[config.mk]
export PLATFORM = sky130hd
export DESIGN_NAME = layer_addr_sequencer
export DESIGN_NICKNAME = d
export VERILOG_FILES = /design/src/rtl/cnn_pkg.sv /design/src/rtl/win_counter.sv /design/src/rtl/layer_addr_sequencer.sv
export SDC_FILE = /design/constraint.sdc
export NUM_CORES = 1
export LEC_CHECK = 0
export ABC_CLOCK_PERIOD_IN_PS = 6440
export BUFFER_PORTS_ARGS = -buffer_cell sky130_fd_sc_hd__buf_2
export CORE_MARGIN = 5
export CORE_UTILIZATION = 30
export DETAILED_ROUTE_END_ITERATION = 8
export SYNTH_ARGS = -nofsm -noshare
export SYNTH_HDL_FRONTEND = slang
export SYNTH_HIERARCHICAL = 1
export SYNTH_SLANG_ARGS = --single-unit
[constraint.sdc]
create_clock -name clk -period 6.44 [get_ports clk]
set_clock_uncertainty 0.2 [all_clocks]
set_input_delay 1.288 -clock clk [delete_from_list [all_inputs] [get_ports clk]]
set_output_delay 1.288 -clock clk [all_outputs]
set_load 0.01 [all_outputs]
[src/rtl/cnn_pkg.sv]
// Shared types and constants for the layer address sequencer: address width,
// sequencer FSM states and the latched per-layer configuration.
package cnn_pkg;

  localparam int OFM_RAM_SIZE = 2378675;
  localparam int AW           = $clog2(OFM_RAM_SIZE);
  localparam int SA_COLS      = 16;
  localparam int SA_SHIFT     = $clog2(SA_COLS);
  // Wide enough for ceil(2047 / SA_COLS) filter groups.
  localparam int FGW          = 12 - SA_SHIFT;

  typedef enum logic [1:0] {IDLE, LOAD, RUN, DONE} seq_state_e;

  typedef struct packed {
    logic [8:0]    size;
    logic [10:0]   ch;
    logic [1:0]    k;
    logic [10:0]   nf;
    logic [AW-1:0] rd_base;
    logic [AW-1:0] wr_base;
  } layer_cfg_t;

  function automatic logic [FGW-1:0] num_groups(input logic [10:0] nf);
    return FGW'((12'(nf) + 12'(SA_COLS - 1)) >> SA_SHIFT);
  endfunction

endpackage

[src/rtl/win_counter.sv]
// One stage of the cascaded window counter: counts 0..max on inc, wraps to 0,
// and flags the wrap so the next stage can advance.
module win_counter #(
  parameter int W = 8
) (
  input  logic         clk,
  input  logic         rst_n,
  input  logic         clr,
  input  logic         inc,
  input  logic [W-1:0] max,
  output logic [W-1:0] cnt,
  output logic         wrap
);

  assign wrap = inc && (cnt == max);

  // NOTE: sequential state is written with <= so every register samples the
  // pre-edge values; blocking assignments here would make results order-dependent.
  always_ff @(posedge clk or negedge rst_n) begin
    if (!rst_n) begin
      cnt <= '0;
    end else if (clr) begin
      cnt <= '0;
    end else if (inc) begin
      cnt <= (cnt == max) ? '0 : cnt + W'(1);
    end
  end

endmodule

[src/rtl/layer_addr_sequencer.sv]
// Per-layer IFM read / OFM write address sequencer (fg -> row -> col -> ch -> ky -> kx).
// Optional SEQ_PERF_CNT_EN adds perf_beats / perf_stalls handshake counters.
module layer_addr_sequencer
  import cnn_pkg::*;
(
  input  logic          clk,
  input  logic          rst_n,
  input  logic          start_layer,
  input  logic [8:0]    ifm_size,
  input  logic [10:0]   ifm_channel,
  input  logic [1:0]    kernel_size,
  input  logic [10:0]   num_filter,
  input  logic [AW-1:0] start_read_addr,
  input  logic [AW-1:0] start_write_addr,
  output logic          rd_valid,
  input  logic          rd_ready,
  output logic [AW-1:0] rd_addr,
  output logic          rd_last_win,
  output logic [AW-1:0] wr_addr,
  output logic [AW-1:0] wr_plane,
  output logic          busy,
  output logic          done_layer
`ifdef SEQ_PERF_CNT_EN
  ,
  output logic [31:0]   perf_beats,
  output logic [31:0]   perf_stalls
`endif
);

  seq_state_e     state;
  layer_cfg_t     cfg;
  logic [8:0]     osz;
  logic [AW-1:0]  plane_in;
  logic [FGW-1:0] n_fg;

  logic [1:0]     kx, ky;
  logic [10:0]    ch;
  logic [8:0]     col, row;
  logic [FGW-1:0] fg;
  logic           kx_wrap, ky_wrap, ch_wrap, col_wrap, row_wrap, fg_wrap;

  // Running address offsets, advanced by addition as the counters step.
  logic [AW-1:0]  row_base;  // start_read_addr + row*ifm_size
  logic [AW-1:0]  ky_off;    // ky*ifm_size
  logic [AW-1:0]  ch_off;    // ch*plane_in
  logic [AW-1:0]  orow;      // row*osz
  logic [AW-1:0]  fg_base;   // start_write_addr + fg*SA_COLS*plane_out

  logic          fire, clr, degenerate;
  logic [8:0]    osz_c;

  assign fire       = rd_valid && rd_ready;
  assign clr        = (state == LOAD);
  assign osz_c      = cfg.size - 9'(cfg.k) + 9'd1;
  assign degenerate = (cfg.size == '0) || (cfg.ch == '0) || (cfg.nf == '0) ||
                      (cfg.k == '0) || (9'(cfg.k) > cfg.size);

  win_counter #(.W(2)) u_kx (
    .clk, .rst_n, .clr, .inc(fire),
    .max(cfg.k - 2'd1), .cnt(kx), .wrap(kx_wrap)
  );
  win_counter #(.W(2)) u_ky (
    .clk, .rst_n, .clr, .inc(kx_wrap),
    .max(cfg.k - 2'd1), .cnt(ky), .wrap(ky_wrap)
  );
  win_counter #(.W(11)) u_ch (
    .clk, .rst_n, .clr, .inc(ky_wrap),
    .max(cfg.ch - 11'd1), .cnt(ch), .wrap(ch_wrap)
  );
  win_counter #(.W(9)) u_col (
    .clk, .rst_n, .clr, .inc(ch_wrap),
    .max(osz - 9'd1), .cnt(col), .wrap(col_wrap)
  );
  win_counter #(.W(9)) u_row (
    .clk, .rst_n, .clr, .inc(col_wrap),
    .max(osz - 9'd1), .cnt(row), .wrap(row_wrap)
  );
  win_counter #(.W(FGW)) u_fg (
    .clk, .rst_n, .clr, .inc(row_wrap),
    .max(n_fg - FGW'(1)), .cnt(fg), .wrap(fg_wrap)
  );

  // row and fg only feed their wrap chain; addresses use the running offsets.
  logic unused_cnt;
  assign unused_cnt = &{1'b0, row, fg};

  assign rd_last_win = rd_valid && (kx == cfg.k - 2'd1) && (ky == cfg.k - 2'd1) &&
                       (ch == cfg.ch - 11'd1);
  assign rd_addr     = row_base + ch_off + ky_off + AW'(col) + AW'(kx);
  assign wr_addr     = fg_base + orow + AW'(col);

  always_ff @(posedge clk or negedge rst_n) begin
    if (!rst_n) begin
      state      <= IDLE;
      cfg        <= '0;
      osz        <= '0;
      plane_in   <= '0;
      wr_plane   <= '0;
      n_fg       <= '0;
      rd_valid   <= 1'b0;
      busy       <= 1'b0;
      done_layer <= 1'b0;
    end else begin
      case (state)
        IDLE: begin
          if (start_layer) begin
            cfg   <= '{size: ifm_size, ch: ifm_channel, k: kernel_size, nf: num_filter,
                       rd_base: start_read_addr, wr_base: start_write_addr};
            busy  <= 1'b1;
            state <= LOAD;
          end
        end
        LOAD: begin
          osz      <= osz_c;
          plane_in <= AW'(cfg.size) * AW'(cfg.size);
          wr_plane <= AW'(osz_c) * AW'(osz_c);
          n_fg     <= num_groups(cfg.nf);
          if (degenerate) begin
            done_layer <= 1'b1;
            state      <= DONE;
          end else begin
            rd_valid <= 1'b1;
            state    <= RUN;
          end
        end
        RUN: begin
          // One idle cycle after the final handshake before done_layer rises.
          if (!rd_valid) begin
            done_layer <= 1'b1;
            state      <= DONE;
          end else if (fg_wrap) begin
            rd_valid <= 1'b0;
          end
        end
        DONE: begin
          done_layer <= 1'b0;
          busy       <= 1'b0;
          state      <= IDLE;
        end
        default: state <= IDLE;
      endcase
    end
  end

  always_ff @(posedge clk or negedge rst_n) begin
    if (!rst_n) begin
      row_base <= '0;
      ky_off   <= '0;
      ch_off   <= '0;
      orow     <= '0;
      fg_base  <= '0;
    end else if (clr) begin
      row_base <= cfg.rd_base;
      ky_off   <= '0;
      ch_off   <= '0;
      orow     <= '0;
      fg_base  <= cfg.wr_base;
    end else if (fire) begin
      if (ky_wrap)       ky_off <= '0;
      else if (kx_wrap)  ky_off <= ky_off + AW'(cfg.size);
      if (ch_wrap)       ch_off <= '0;
      else if (ky_wrap)  ch_off <= ch_off + plane_in;
      if (row_wrap)      row_base <= cfg.rd_base;
      else if (col_wrap) row_base <= row_base + AW'(cfg.size);
      if (row_wrap)      orow <= '0;
      else if (col_wrap) orow <= orow + AW'(osz);
      if (row_wrap)      fg_base <= fg_base + (wr_plane << SA_SHIFT);
    end
  end

`ifdef SEQ_PERF_CNT_EN
  always_ff @(posedge clk or negedge rst_n) begin
    if (!rst_n) begin
      perf_beats  <= '0;
      perf_stalls <= '0;
    end else if (state == IDLE && start_layer) begin
      perf_beats  <= '0;
      perf_stalls <= '0;
    end else begin
      if (fire)                   perf_beats  <= perf_beats + 32'd1;
      if (rd_valid && !rd_ready)  perf_stalls <= perf_stalls + 32'd1;
    end
  end
`endif

endmodule

Yosys cells after proc, flatten, opt, wreduce, memory -nomap -nowiden

Index checks and enable logic that the tools add are counted.

Add/subtract/negate cells: 24
Reductions and logical operators: 40
Multiply operators: 2
Order comparisons: 1
Multiplexer cells: 50
Equal/unequal tests: 13

Operators by type and width:

| kind                                               | count |
|---|---|
| 2-to-1 mux 22 bit                                  | 19 |
| adder 22 x 9 -> 22 bit                             | 5 |
| adder 22 bit                                       | 4 |
| 2-to-1 mux 9 bit                                   | 6 |
| multiplier 9 x 9 -> 18 bit                         | 2 |
| 2-to-1 mux 11 bit                                  | 3 |
| adder 9 x 1 -> 9 bit, second input constant        | 3 |
| 2-to-1 mux 8 bit                                   | 3 |
| adder 22 x 18 -> 22 bit                            | 1 |
| adder 22 x 2 -> 22 bit                             | 1 |
| logical NOT 11 bit                                 | 2 |
| equality test 9 bit                                | 2 |
| 2-to-1 mux 2 bit                                   | 8 |
| AND reduction 2 bit                                | 8 |
| nonzero test 2 bit                                 | 8 |
| adder 11 x 4 -> 12 bit, second input constant      | 1 |
| nonzero test 3 bit                                 | 4 |
| adder 11 x 1 -> 11 bit, second input constant      | 1 |
| equality test 11 bit                               | 1 |
| subtractor 11 x 1 -> 11 bit, second input constant | 1 |
| logical AND 1 bit                                  | 10 |
| greater-than comparator 2 x 9 -> 1 bit             | 1 |
| logical NOT 9 bit                                  | 1 |
| subtractor 9 x 1 -> 9 bit, second input constant   | 1 |
| other kinds (18)                                   | 34 |

Input bits: 81
Output and inout port bits: 70
Bits in registers: 286
Word-level logic and storage cells: 155

Longest topological paths before layout

Gate-level depths: netlist of run 1.

Depth in word-level cells: 11
Mapped depth: 30
Gate-level depth less buffers: 29

By module

Netlist of run 1, hierarchy kept.

Modules (own cells, without submodules):

| module                  | instances | seq. area each (um^2) | cells each | area an instance (um^2) |
|---|---|---|---|---|
| layer_addr_sequencer    | 1         | 6055.8                | 2139       | 20437.1 |
| win_counter (u_col ...) | 2         | 225.2                 | 59         | 598.1 |
| win_counter (u_ch)      | 1         | 275.3                 | 73         | 708.2 |
| win_counter (u_fg)      | 1         | 200.2                 | 51         | 528.0 |
| win_counter (u_kx ...)  | 2         | 50.0                  | 14         | 131.4 |

Worst setup path before layout of run 1

No wires, ideal clock.

Path kind: flip-flop to flip-flop
From: register cfg[69] (netlist bit)
To: register wr_plane[17]
Cell stages (with the launch flop): 28
Required time: 6115 ps
Buffers on the path: 0
Setup slack: -600 ps
Clock period less this slack: 7040 ps
Data arrival time: 6715 ps
Cell sequence: dfrtp_1 > clkinv_1 > ha_1 > inv_1 > ha_1 > fa_1 > a21o_1 > a21oi_1 > o21bai_1 > a21oi_1 > xor2_1 > and2_1 > ha_1 > xor2_1 > fa_1 > inv_1 > fa_1 > inv_1 > fa_1 > inv_1 > ha_1 > o21a_1 > o21ai_0 > o31ai_1 > o31ai_1 > o21ai_0 > xor2_1 > mux2_2

Word-level cells in the longest chain between the ends: 3

RTL lines:

| item                       | RTL line                    | text |
|---|---|---|
| start: declaration         | layer_addr_sequencer.sv:31  | `layer_cfg_t cfg;` |
| start signal: assignment   | layer_addr_sequencer.sv:107 | `cfg <= '{size: ifm_size, ch: ifm_channel, k: kernel_size, nf: num_filter,` |
| subtractor 9 x 2 -> 9 bit  | layer_addr_sequencer.sv:54  | `assign osz_c = cfg.size - 9'(cfg.k) + 9'd1;` |
| adder 9 x 1 -> 9 bit       | layer_addr_sequencer.sv:54  |  |
| multiplier 9 x 9 -> 18 bit | layer_addr_sequencer.sv:116 | `wr_plane <= AW'(osz_c) * AW'(osz_c);` |
| end signal: assignment     | layer_addr_sequencer.sv:116 |  |
| end: declaration           | layer_addr_sequencer.sv:20  | `output logic [AW-1:0] wr_plane,` |

Every way passes these cells.
A chain may end at the register's enable or synchronous reset.

Worst setup path after layout of run 1

From: register cfg[69] (netlist bit)
To: register wr_plane[16]

Same word-level chain as after synthesis.

==> flow_metrics.env, run 1 <==
export IMPL_layout_cells_non_filler=3657
export IMPL_diodes=0
export IMPL_dp_cells=3582
export IMPL_initial_core_util_pct=30.4
export IMPL_numPortBuffers=145
export IMPL_synthFlopType="dfrtp_1"
export IMPL_timing_final_crit_share_pct=98.9
export IMPL_clock_sinks=283
export IMPL_crit_path_end_kind="flip-flop"
export IMPL_grt_max_degree=115
export IMPL_die_area_um2=82800
export IMPL_dr_first_iter_drc_count=1157
export IMPL_vias=17966
export IMPL_hold_buffers=0
export IMPL_clock_path_buffers=3
export IMPL_antenna_found_initial=2
export IMPL_grt_pass1_wl_um=99900
export IMPL_synth_top_area_share_pct=30.6
export IMPL_maxCapViolations=0
export IMPL_required_ns=6.63
export IMPL_maxSlewViolCount=0
export IMPL_setup_worst_path_class="flip-flop to flip-flop"
export IMPL_routed_wl_um=62800
export IMPL_cts_tree="built"
export IMPL_avgRoutedWirePerCell_um=17.2
export IMPL_drtPass1Iterations=8
export IMPL_ys_seq_area_share_pct=30.6
export IMPL_htree_levels=2
export IMPL_utilization_pct=35.3
export IMPL_nets=3025
export IMPL_synth_largest_area_cell="dfrtp_1"
export IMPL_period_minus_slack_ns=6.37
export IMPL_cts_root_buf="clkbuf_16"
export IMPL_num_rows=101
export IMPL_via_per_inst=4.91
export IMPL_hold_path_class="flip-flop to flip-flop"
export IMPL_detail_route_antenna_nets=0
export IMPL_syn_to_final_growth_pct=16.4
export IMPL_synth_async_reset_ratio_pct=100
export IMPL_pre_cts_slack_ns=-0.0278
export IMPL_dp_hpwl_um=48500
export IMPL_start_kind="flip-flop"
export IMPL_synth_distinct_cells=87
export IMPL_chipWidth_um=288
export IMPL_cp_arrival_ns=6.56
export IMPL_die_h_um=288
export IMPL_maxSlewHeadroom_pct=26.0
export IMPL_synth_area_per_cell_um2=9.60
export IMPL_rsz0062_at_grt="true"
export IMPL_grtUsageTotal_pct=15.0
export IMPL_globalplace_congestion=0.836
export IMPL_cp_max_fo=4
export IMPL_synth_edf_count=0
export IMPL_hold_violations=0
export IMPL_yosys_warnings=6
export IMPL_grt_pass1_vias=17869
export IMPL_fin_ws_ns=0.0704
export IMPL_final_common_cell="dfrtp_1"
export IMPL_drc=0
export IMPL_setup_viol=0
export IMPL_postSynthCellCount=2409
export IMPL_ys_ff_latch=283
export IMPL_overflow=0
export IMPL_outcome="finished clean"
export IMPL_ios=151
export IMPL_syn_area_um2=23100
export IMPL_cts_buffers=36
export IMPL_clk_latency_ns=0.55
export IMPL_drive_gt1_share_pct=18.2
export IMPL_clock_fmax_mhz=157
export IMPL_most_common_layout_cells="dfrtp_1 (280), ha_1 (219), inv_1 (183)"
export IMPL_core_um2=76200
export IMPL_synthTopCellsByArea="dfrtp_1 (31%), ha_1 (12%), fa_1 (9.9%), mux2_2 (5.2%), xnor2_1 (4.9%)"
export IMPL_worst_slew_pin_slew_ns=1.11
export IMPL_path_clk_slew_ns=0.06
-- worst max-delay path, stage by stage (launching register included) --
cell and delay [ns]:
dfrtp_2 0.39, clkinv_4 0.06, ha_4 0.26, inv_2 0.04, ha_4 0.16, fa_2 0.34
a21o_1 0.19, a21oi_2 0.16, o21bai_1 0.09, a21oi_2 0.22, xor2_2 0.26, nand2_2 0.10
fa_1 0.60, inv_2 0.04, fa_1 0.49, inv_2 0.04, fa_1 0.50, fa_1 0.56
inv_2 0.05, ha_4 0.21, o21ai_1 0.09, nand2b_1 0.09, a21o_1 0.20, a31oi_4 0.16
o22ai_2 0.12, o41ai_2 0.32, xor2_1 0.18, a21oi_1 0.07
-- worst paths after layout --
check                      startpoint           end  slack [ns]  depth (start not counted)
setup / recovery              cfg[69]  wr_plane[16]        0.07                         27
hold / removal                 cfg[0]    fg_base[0]        0.28                          2
min in group asynchronous       rst_n       cfg[37]        0.60                          1
hold reg to reg                cfg[0]    fg_base[0]        0.28                          2
max in group asynchronous       rst_n     ch_off[0]        4.10                          2
setup reg to reg              cfg[69]  wr_plane[16]        0.07                         27
-- metrics by stage --
| stage | TNS, ns | cell area, um^2 | hold slack [ns] |
|---|---|---|---|
| 2_1_floorplan | 0 | 23300 | 0.248 |
| 3_3_place_gp | 0 | 25500 | 0.260 |
| 3_5_place_dp | -0.0286 | 25500 | 0.269 |
| 4_1_cts | 0 | 26700 | 0.286 |
| 5_1_grt | -0.329 | 26900 | 0.325 |
| 6_report | 0 | 26900 | 0.281 |
-- synth_stat cells, types with 17 or more instances --
master / number
clkbuf_1: 49
and2_1: 26
nand2_1: 172
xor2_1: 109
mux2_2: 107
fa_1: 114
nand2b_1: 26
ha_1: 228
o21ai_0: 146
nand4_1: 23
a21o_1: 64
inv_1: 193
a21oi_1: 139
nor3_1: 45
a31oi_1: 22
nor2_1: 173
dfrtp_1: 283
nand3_1: 61
xnor2_1: 130
and3_1: 21
a22o_1: 17
o21bai_1: 20
-- kinds of logic (layout without fill, tap and decap cells) --
family,Yosys count,in the layout,share of synthesized area (%)
adder cells (fa/ha/maj),342,342,22.2
other,1,5,0.0162
AND/OR/NAND/NOR,636,636,13.6
buffers and inverters,259,473,4.30
AO/OA/AOI/OAI,535,535,14.7
multiplexers,112,112,5.43
XOR/XNOR,241,241,9.19
flip-flops,283,283,30.6
-- flip-flops by register name (all words and copies together) (netlist names) --
signal,flops
osz,9
plane_in,17
u_ch/cnt,11
orow,22
rd_valid,1
done_layer,1
row_base,22
state,2
wr_plane,16
u_row/cnt,9
u_ky/cnt,2
u_kx/cnt,2
n_fg,8
u_fg/cnt,8
u_col/cnt,9
busy,1
ky_off,22
ch_off,22
cfg,77
fg_base,22
-- per-layer routing --
metal / track usage (%) / part of all wire (%) / up-vias
met2: 24.2 / 46 / 330
li1: - / - / 8792
met3: 2.30 / 4.4 / 74
met1: 21.3 / 48 / 8770
met5: 0 / 0 / -
met4: 3.75 / 2.4 / 0
-- cell type report --
cell class,count,area [um^2]
flip-flops and latches,283,7090
inverters,195,738
fillers,7721,49300
well taps,1030,1290
multi-input cells,1871,15400
clock buffers,53,1030
clock inverters,10,134
repair buffers,215,1260
-- timing repair --
action / CTS / global route
pin swaps: 3 / 40
gates resized for setup: 8 / 35
endpoints found under the setup margin: 3 / 8
setup buffers: 1 / 11
Power of run 1 is not shown: default switching activity piles up to over one toggle a cycle in this logic, so the estimate is an artifact.
==> run 2, diff against run 1 <==
- CORE_MARGIN: 5 -> 2
==> run 2 against run 1 <==
  * Global-route usage is 0.80 points higher
  * Utilization barely moved
  * Register-to-register slack got worse by 0.02 ns
  * Cell area about the same
  * Clock-buffer cell count down 4
  * Cell count did not move
  * Via count is 0.24% higher
  * Die area down 4.1%
==> flow_metrics.env, run 2 (synthesis gave the netlist of run 1 again) <==
export IMPL_outcome="finished clean"
export IMPL_fin_ws_ns=0.0547
export IMPL_drive_gt1_share_pct=18.3
export IMPL_chipWidth_um=282
export IMPL_grt_pass1_wl_um=99200
export IMPL_hold_buffers=0
export IMPL_grtUsageTotal_pct=15.8
export IMPL_hold_violations=0
export IMPL_numPortBuffers=145
export IMPL_cts_root_buf="clkbuf_16"
export IMPL_clk_latency_ns=0.56
export IMPL_num_rows=101
export IMPL_syn_to_final_growth_pct=16.5
export IMPL_globalplace_congestion=0.858
export IMPL_required_ns=6.64
export IMPL_whs_ns=0.279
export IMPL_largest_reg_flops=77
export IMPL_cts_buffers=36
export IMPL_regMostFlops="cfg"
export IMPL_htree_levels=2
export IMPL_core_um2=76200
export IMPL_slowest_delay_ns=0.58
export IMPL_drtPass1Iterations=7
export IMPL_cp_arrival_ns=6.58
export IMPL_detail_route_antenna_nets=0
export IMPL_maxCapViolations=0
export IMPL_rsz0062_at_grt="true"
export IMPL_vias=18009
export IMPL_dr_first_iter_drc_count=1069
export IMPL_initial_core_util_pct=30.4
export IMPL_routed_wl_um=62400
export IMPL_dp_hpwl_um=48200
export IMPL_maxSlewHeadroom_pct=26.5
export IMPL_cp_max_fo=5
export IMPL_nets=3026
export IMPL_drc=0
export IMPL_ios=151
export IMPL_cts_tree="built"
export IMPL_timing_final_crit_share_pct=99.2
export IMPL_clock_path_buffers=3
export IMPL_worst_slew_pin_slew_ns=1.10
export IMPL_most_common_layout_cells="dfrtp_1 (279), ha_1 (218), inv_1 (184)"
export IMPL_hold_path_class="flip-flop to flip-flop"
export IMPL_via_per_inst=4.92
export IMPL_setup_worst_path_class="flip-flop to flip-flop"
export IMPL_die_area_um2=79300
export IMPL_final_common_cell="dfrtp_1"
export IMPL_clock_fmax_mhz=157
export IMPL_pre_cts_slack_ns=-0.0447
export IMPL_antenna_found_initial=1
export IMPL_path_clk_slew_ns=0.06
export IMPL_clock_sinks=283
export IMPL_setup_viol=0
export IMPL_overflow=0
export IMPL_maxSlewViolCount=0
export IMPL_grt_pass1_vias=17903
export IMPL_diodes=0
export IMPL_cp_slowest_cell="fa_1"
export IMPL_period_minus_slack_ns=6.39
export IMPL_crit_path_end_kind="flip-flop"
export IMPL_grt_max_degree=105
export IMPL_avgRoutedWirePerCell_um=17.0
export IMPL_start_kind="flip-flop"
export IMPL_die_h_um=282
run 2: repair_timing:
item                       CTS  global route
setup endpoints to repair    5             9
resized for setup           11            33
setup buffers                3             7
pin swaps                    5            39
run 2: routing by layer:
metal	wire length [um]	global-route usage, %	vias up
met5	0	0	-
met4	1790	4.86	0
met3	3080	2.66	83
met2	28200	25.2	354
met1	29200	21.9	8773
li1	-	-	8799
run 2: layout make-up:
type	instances	area, um^2
timing repair buffer	216	1280
tap	1030	1290
clock buffer	49	1010
clock inverter	13	133
sequential	283	7090
multi-input combinational	1871	15400
fill	7734	49300
inverter	195	738
run 2: through the flow:
| stage | area, um^2 | util, % | instances | setup TNS (ns) |
|---|---|---|---|---|
| 2_1_floorplan | 23300 | - | 2413 | 0 |
| 6_report | 26900 | 35.4 | 3657 | 0 |
| 3_3_place_gp | 25600 | 33.5 | 3585 | 0 |
| 5_1_grt | 26900 | 35.4 | 3657 | -0.694 |
| 4_1_cts | 26800 | 35.1 | 3650 | 0 |
| 3_5_place_dp | 25600 | 33.5 | 3585 | -0.0507 |
run 2: critical path: cells and delay by family (launching register included):
family                   cells  cell delay (ns)
AO/OA/AOI/OAI                8             1.33
XOR/XNOR                     2             0.25
adder cells (fa/ha/maj)      8             3.16
buffers and inverters        9             0.71
flip-flops                   1             0.39
AND/OR/NAND/NOR              2             0.19
run 2: path summary, 6_finish.rpt:
kind | depth (start not counted) | start | to | slack, ns
min in group asynchronous | 1 | rst_n | cfg[34] | 0.57
setup / recovery | 29 | cfg[69] | wr_plane[16] | 0.05
hold / removal | 2 | done_layer | done_layer | 0.28
max in group asynchronous | 2 | rst_n | u_kx/cnt[0] | 4.19
hold reg to reg | 2 | done_layer | done_layer | 0.28
setup reg to reg | 29 | cfg[69] | wr_plane[16] | 0.05
Power of run 2 is left out for the same reason.
==> run 3, diff against run 2 <==
- CTS_BUF_LIST: default -> sky130_fd_sc_hd__clkbuf_16
==> run 3 against run 2 <==
  * Non-clock buffer count is the same
  * Critical path type unchanged
  * Cell count is the same
  * Die area is the same
  * Highest routed layer unchanged
  * Worst hold slack is essentially flat
  * Wire length is essentially flat
  * Register-to-register slack is essentially flat
  * Flip-flop and latch count is the same
  * Sequential share of layout area is essentially flat
  * Clock-buffer cell count shrank 12
  * Via count shrank 0.18%
==> flow_metrics.env, run 3 (synthesis gave the netlist of run 1 again) <==
export IMPL_diodes=0
export IMPL_grt_pass1_vias=17888
export IMPL_cp_top_family="adder cells"
export IMPL_drive_gt1_share_pct=18.2
export IMPL_most_common_layout_cells="dfrtp_1 (279), ha_1 (218), inv_1 (192)"
export IMPL_detail_route_antenna_nets=0
export IMPL_drtPass1Iterations=7
export IMPL_r2r_start="cfg[69]"
export IMPL_drc=0
export IMPL_rsz0062_at_grt="true"
export IMPL_timing_final_crit_share_pct=99.4
export IMPL_worst_slew_pin_slew_ns=1.10
export IMPL_crit_top_cell="inv_1"
export IMPL_final_common_cell="dfrtp_1"
export IMPL_ff2ff_path_depth=28
export IMPL_maxSlewViolCount=0
export IMPL_hold_start="done_layer"
export IMPL_die_area_um2=79300
export IMPL_maxCapViolations=0
export IMPL_die_h_um=282
export IMPL_vias=17977
export IMPL_outcome="finished clean"
export IMPL_utilization_pct=35.3
export IMPL_grt_pass1_wl_um=99200
export IMPL_globalplace_congestion=0.858
export IMPL_fill_cells=7736
export IMPL_hold_path_class="flip-flop to flip-flop"
export IMPL_core_um2=76200
export IMPL_routed_wl_um=62400
export IMPL_antenna_found_initial=1
export IMPL_startpoint="cfg[69]"
export IMPL_multi_input_area_um2=15400
export IMPL_regMostFlops="cfg"
export IMPL_slowest_delay_ns=0.61
export IMPL_setup_viol=0
export IMPL_r2r_end="wr_plane[17]"
export IMPL_maxSlewHeadroom_pct=26.5
export IMPL_initial_core_util_pct=30.4
export IMPL_period_minus_slack_ns=6.40
export IMPL_htree_levels=2
export IMPL_hold_buffers=0
export IMPL_clk_latency_ns=0.56
export IMPL_num_rows=101
export IMPL_cts_root_buf="clkbuf_16"
export IMPL_cp_max_fo=3
export IMPL_largest_reg_flops=77
export IMPL_crit_path_end_kind="flip-flop"
export IMPL_crit_buf_inv=7
export IMPL_setup_worst_path_class="flip-flop to flip-flop"
export IMPL_via_per_inst=4.92
export IMPL_grtUsageTotal_pct=15.8
export IMPL_clock_fmax_mhz=156
export IMPL_cp_slowest_cell="fa_2"
export IMPL_overflow=0
export IMPL_dr_first_iter_drc_count=1028
export IMPL_avgRoutedWirePerCell_um=17.1
export IMPL_hold_depth=2
export IMPL_start_kind="flip-flop"
export IMPL_cp_arrival_ns=6.64
export IMPL_dp_hpwl_um=48200
export IMPL_clock_sinks=283
export IMPL_grt_max_degree=105
export IMPL_hold_violations=0
export IMPL_path_clk_slew_ns=0.06
export IMPL_r2r_setup_slack_ns=0.04
export IMPL_cts_tree="built"
export IMPL_syn_to_final_growth_pct=16.3
export IMPL_ios=151
export IMPL_nets=3026
export IMPL_chipWidth_um=282
export IMPL_numPortBuffers=145
export IMPL_hold_end="done_layer"
export IMPL_seqCellArea_um2=7090
export IMPL_required_ns=6.68
export IMPL_cts_buffers=36
export IMPL_clock_path_buffers=3
==> run 3: changes by cell type in the layout (fill, tap and decap cells not counted) <==
cell,previous run,this run
inv_1,184,192
clkinv_1,0,4
clkbuf_8,4,0
clkbuf_1,8,0
==> run 3: metal layers <==
metal  vias up  global-route usage [%]  share of wire, %
met5         -                       0                 0
met3        82                    2.66               4.9
met1      8751                    21.9                47
li1       8801                       -                 -
met4         0                    4.86               2.8
met2       343                    25.2                45
==> run 3: how the worst max path moves through the flow <==
stage,endpoint,depth (start not counted)
finish,wr_plane[17],28
CTS,wr_plane[16],26
detailed placement,wr_plane[17],25
floorplan,wr_plane[17],26
global placement,wr_plane[17],26
global route,wr_plane[16],27
==> run 3: area by class of cell <==
| class | instances | area share, % |
|---|---|---|
| multi-input combinational | 1871 | 57.2 |
| clock inverter | 25 | 0.660 |
| inverter | 195 | 2.74 |
| timing repair buffer | 216 | 4.78 |
| tap | 1030 | 4.79 |
| sequential | 283 | 26.3 |
| clock buffer | 37 | 3.44 |
==> run 3: timing repair <==
| action | CTS | global route |
|---|---|---|
| buffers inserted | 3 | 7 |
| pin swaps | 5 | 39 |
| gates resized for setup | 11 | 33 |
| setup endpoints to repair | 5 | 9 |
==> run 3: tightest hold or removal path: stages, from the launching register on <==
cell     delay (ns)
dfrtp_1        0.34
nand2_1        0.04
o21ai_0        0.06
==> run 3: through the flow <==
stage	worst slack (ns)	hold WS [ns]	cells	instance area, um^2	setup TNS (ns)
3_5_place_dp	-0.0447	0.277	3585	25600	-0.0507
4_1_cts	0.00461	0.290	3650	26700	0
6_report	0.0416	0.279	3657	26900	0
5_1_grt	-0.229	0.311	3657	26900	-0.697
2_1_floorplan	0.00291	0.248	2413	23300	0
3_3_place_gp	0.0283	0.262	3585	25600	0
Power of run 3 is left out for the same reason.
